--- config.mk ---
export PLATFORM = sky130hd
export DESIGN_NAME = serial_add_controller
export DESIGN_NICKNAME = d
export VERILOG_FILES = /design/src/rtl/serial_add_controller.sv
export SDC_FILE = /design/constraint.sdc
export NUM_CORES = 1
export LEC_CHECK = 0
export CORE_UTILIZATION = 46
export CTS_CLUSTER_SIZE = 40
export DETAILED_ROUTE_END_ITERATION = 8
export PLACE_DENSITY = 0.87
export SKIP_CTS_REPAIR_TIMING = 1
export SLEW_MARGIN = 0
export SYNTH_ARGS = -nofsm -noshare
export SYNTH_HDL_FRONTEND = slang
export SYNTH_SLANG_ARGS = --single-unit
--- constraint.sdc ---
create_clock -name CLOCK -period 1.6 [get_ports CLOCK]
set_clock_uncertainty 0.1 [all_clocks]
set_input_delay 0.48 -clock CLOCK [delete_from_list [all_inputs] [get_ports CLOCK]]
set_output_delay 0.48 -clock CLOCK [all_outputs]
set_load 0.02 [all_outputs]
--- src/rtl/serial_add_controller.sv ---
// Bit-serial adder sequencer: drives one external full adder LSB first, WIDTH cycles per add.
// START accepted at edge k gives RUN for k+1..k+WIDTH and DONE in k+WIDTH+1; START is ignored outside IDLE.
module serial_add_controller #(
  parameter int WIDTH = 4
) (
  input  logic             CLOCK,
  input  logic             RESET_N,
  input  logic             START,
  input  logic [WIDTH-1:0] A_IN,
  input  logic [WIDTH-1:0] B_IN,
  input  logic             CIN,
  output logic             FA_A,
  output logic             FA_B,
  output logic             FA_C,
  input  logic             FA_SUM,
  input  logic             FA_COUT,
  output logic [WIDTH-1:0] SUM,
  output logic             COUT,
  output logic             BUSY,
  output logic             DONE
);

  localparam int CNT_W = (WIDTH > 2) ? $clog2(WIDTH) : 1;
  localparam logic [CNT_W-1:0] LAST_BIT = CNT_W'(WIDTH - 1);

  localparam logic [1:0] S_IDLE   = 2'd0;
  localparam logic [1:0] S_RUN    = 2'd1;
  localparam logic [1:0] S_FINISH = 2'd2;

  logic [1:0]       state_q, state_d;
  logic [WIDTH-1:0] a_q, a_d;
  logic [WIDTH-1:0] b_q, b_d;
  logic [WIDTH-1:0] sum_shift_q, sum_shift_d;
  logic             carry_q, carry_d;
  logic [CNT_W-1:0] cnt_q, cnt_d;
  logic [WIDTH-1:0] sum_q, sum_d;
  logic             cout_q, cout_d;

  always_comb begin
    state_d     = state_q;
    a_d         = a_q;
    b_d         = b_q;
    sum_shift_d = sum_shift_q;
    carry_d     = carry_q;
    cnt_d       = cnt_q;
    sum_d       = sum_q;
    cout_d      = cout_q;
    case (state_q)
      S_IDLE: begin
        if (START) begin
          a_d     = A_IN;
          b_d     = B_IN;
          carry_d = CIN;
          cnt_d   = '0;
          state_d = S_RUN;
        end
      end
      S_RUN: begin
        sum_shift_d = {FA_SUM, sum_shift_q[WIDTH-1:1]};
        carry_d     = FA_COUT;
        a_d         = a_q >> 1;
        b_d         = b_q >> 1;
        cnt_d       = cnt_q + CNT_W'(1);
        // The last bit lands straight in the result registers on the edge into FINISH.
        if (cnt_q == LAST_BIT) begin
          sum_d   = {FA_SUM, sum_shift_q[WIDTH-1:1]};
          cout_d  = FA_COUT;
          state_d = S_FINISH;
        end
      end
      S_FINISH: state_d = S_IDLE;
      default:  state_d = S_IDLE;
    endcase
  end

  always_ff @(posedge CLOCK) begin
    if (!RESET_N) begin
      state_q     <= S_IDLE;
      a_q         <= '0;
      b_q         <= '0;
      sum_shift_q <= '0;
      carry_q     <= 1'b0;
      cnt_q       <= '0;
      sum_q       <= '0;
      cout_q      <= 1'b0;
    end else begin
      state_q     <= state_d;
      a_q         <= a_d;
      b_q         <= b_d;
      sum_shift_q <= sum_shift_d;
      carry_q     <= carry_d;
      cnt_q       <= cnt_d;
      sum_q       <= sum_d;
      cout_q      <= cout_d;
    end
  end

  // Adder inputs come from registers only, so there is no loop through the external adder.
  assign BUSY = (state_q == S_RUN);
  assign DONE = (state_q == S_FINISH);
  assign FA_A = BUSY & a_q[0];
  assign FA_B = BUSY & b_q[0];
  assign FA_C = BUSY & carry_q;
  assign SUM  = sum_q;
  assign COUT = cout_q;

endmodule

==> results of run 1 <==
registers in the layout (all words and copies together) (netlist names):
| register | cells |
|---|---|
| sum_shift_q | 3 |
| cnt_q | 2 |
| COUT | 1 |
| carry_q | 1 |
| a_q | 4 |
| SUM | 4 |
| state_q | 2 |
| b_q | 4 |
critical path, cell delays in order, from the launching register on:
cell     delay [ns]
dfxtp_2        0.34
nor2b_4        0.18
and2_1         0.15
buf_6          0.11
how the worst max path moves through the flow:
stage,from,end,slack [ns]
finish,state_q[0]$_SDFFE_PN0P_,FA_A,-0.06
global route,state_q[0]$_SDFFE_PN0P_,FA_A,-0.12
CTS,state_q[0]$_SDFFE_PN0P_,FA_A,-0.66
detailed placement,state_q[0]$_SDFFE_PN0P_,FA_A,-0.31
global placement,state_q[0]$_SDFFE_PN0P_,FA_B,-0.28
floorplan,state_q[1]$_SDFFE_PN0P_,DONE,0.02
cells in the mapped netlist:
master / count / area [sq um]
a21oi_1: 1 / 5.00
and2_1: 3 / 18.8
and3_1: 1 / 6.26
buf_2: 3 / 15.0
clkbuf_1: 3 / 11.3
dfxtp_1: 21 / 420
ha_1: 1 / 12.5
inv_1: 1 / 3.75
mux2i_1: 11 / 110
nand2_1: 11 / 41.3
nand3_1: 6 / 30.0
nand3b_1: 1 / 7.51
nor2_1: 3 / 11.3
nor2b_1: 5 / 31.3
nor3b_1: 1 / 7.51
o211ai_1: 7 / 52.6
o21ai_1: 14 / 70.1
o22ai_1: 2 / 12.5
or3b_4: 1 / 11.3
placed cells by master (no fill, tap or decap):
master / synthesis / layout
dfxtp_1: 21 / 19
o21ai_1: 14 / 14
clkdlybuf4s50_1: 0 / 13
nand2_1: 11 / 11
mux2i_1: 11 / 11
buf_4: 0 / 8
o211ai_1: 7 / 7
nand3_1: 6 / 6
dlymetal6s2s_1: 0 / 5
buf_6: 0 / 5
nor2b_1: 5 / 3
nor2_1: 3 / 3
clkbuf_4: 0 / 3
nor2b_4: 0 / 2
and2_4: 0 / 2
o22ai_1: 2 / 2
dfxtp_2: 0 / 2
and2_1: 3 / 1
nand3b_1: 1 / 1
or3b_4: 1 / 1
a21oi_1: 1 / 1
inv_1: 1 / 1
nor3b_1: 1 / 1
and3_1: 1 / 1
ha_1: 1 / 1
clkbuf_1: 3 / 1
per-layer routing:
layer / up-vias / GRT usage, % / wire [um]
met5: - / 0 / 0
met4: 0 / 10.6 / 39
met3: 5 / 3.57 / 57
met2: 15 / 36.9 / 1060
met1: 357 / 22.8 / 854
li1: 399 / - / -
power by group:
group	internal, mW	total, mW	switching, mW
clock	0.0972	0.246	0.149
combinational	0.0851	0.158	0.0725
sequential	0.547	0.560	0.0135
kinds of logic after synthesis:
kind of cell / after synthesis / share of synthesized area, %
simple gates: 32 / 18.8
compound gates: 24 / 16.0
fa+ha+maj: 1 / 1.42
mux: 11 / 12.5
buf+inv: 7 / 3.42
flops: 21 / 47.9
stage by stage:
stage | std cells | cell area [sq um] | power, mW
3_5_place_dp | 146 | 1170 | 0.722
5_1_grt | 150 | 1240 | 1.00
4_1_cts | 150 | 1200 | 0.966
6_report | 150 | 1240 | 0.963
3_3_place_gp | 146 | 1170 | 0.714
2_1_floorplan | 96 | 878 | 0.650
cell type report:
type | instances | area share (%)
inverter | 1 | 0.302
clock buffer | 4 | 2.12
tap | 25 | 2.52
timing repair buffer | 31 | 24.9
sequential | 21 | 34.1
multi-input combinational | 68 | 36.1
==> results.toml, run 1 <==
[status]
status = "finished with violations"
violations = "setup timing"

[synthesis]
syn_area_per_cell_sq_um = 9.15
synth_area_sq_um = 878
postSynthCellCount = 96
yosys_warnings = 0
ys_ff_latch = 21
synth_fp_nets = 111
synth_cell_types = 19
ys_seq_area_share_pct = 47.9

[clock_tree]
clockBufferDepth = 2
clk_pin_slew_worst_paths_ns = 0.10
cts_buffers = 3
cts_root_buffer = "clkbuf_4"
htree_num_levels = 1
cts.sinks = 21
clk_latency_ns = 0.30
cts_tree = "built"

[global_routing]
grt_pass1_wl_um = 3000
grtUsageTotal_pct = 20.5
grt_overflow = 0
antenna_found_initial = 0
grt_max_degree = 30
grt_pass1_vias = 737

[setup_path]
critPathMaxFanout = 5
path_class = "reg -> out"
r2r_slack_ns = 0.09
reg2reg_to = "b_q[1]$_SDFFE_PN0P_"
r2r_cells = 5
critPathLaunchType = "flop"
crit_arrival_ns = 1.08
crit_required_ns = 1.02
cp-end-kind = "primary output"
r2r-start = "state_q[0]$_SDFFE_PN0P_"

[floorplanning]
die_y_um = 45.7
dieArea_sq_um = 2090
rows = 15
ios = 24
die_width_um = 45.7
coreArea_sq_um = 1760
initial_core_util_pct = 49.8

[power_and_ir_drop]
peakVddDrop_mv = 0.608
leakage_nw = 0.564
powerDensity_nw_per_um2 = 776

[detailed_routing]
drt-wirelength-per-cell_um = 13.4
wirelength_um = 2010
viasPerCell = 5.17
drt_iter0_drc = 7
vias = 776
postRouteAntennaNets = 0
drc = 0
firstDrtPassIters = 3

[sta]
tns_ns = -0.180
grt_setup_unrepaired = "true"
max_slew_margin_pct = 74.6
slew_violations = 0
holdWs_ns = 0.363
layout_min_cycle_time_ns = 1.66
hold_violations = 0
worst_slew_pin_slew_ns = 0.380
timing.fmax_mhz = 601
setup_viol = 3
worst_slack_ns = -0.0650
fin_crit_sh_pct = 104

[place]
dpl.hpwl_um = 1340
place_ws_ns = -0.308
gp_congestion = 0.728
port_buffers = 23

[cells_and_area]
filler_cell_count = 144
final_nets = 141
drive_above_1_share_pct = 18.4
area_growth_pct = 41.3
register_area_sq_um = 423
insertedDiodeCount = 0
multi_input_area_sq_um = 448
fin_util_pct = 70.4

[min_path]
min_path_cells = 2
hp-start = "sum_shift_q[1]$_SDFFE_PN0N_"
hold_end = "SUM[0]$_SDFFE_PN0P_"
hold_path.class = "reg -> reg"

[flow_run]
drv_cap = 0
Note: power is estimated with default switching activity, not from simulation.
==> run 2, diff against run 1 <==
--- a/config.mk
+++ b/config.mk
@@ -10,7 +10,6 @@
 export DETAILED_ROUTE_END_ITERATION = 8
 export PLACE_DENSITY = 0.87
 export SKIP_CTS_REPAIR_TIMING = 1
-export SLEW_MARGIN = 0
 export SYNTH_ARGS = -nofsm -noshare
 export SYNTH_HDL_FRONTEND = slang
 export SYNTH_SLANG_ARGS = --single-unit
==> results of run 2 <==
Final layout, timing and power as in run 1 (identical DEF).
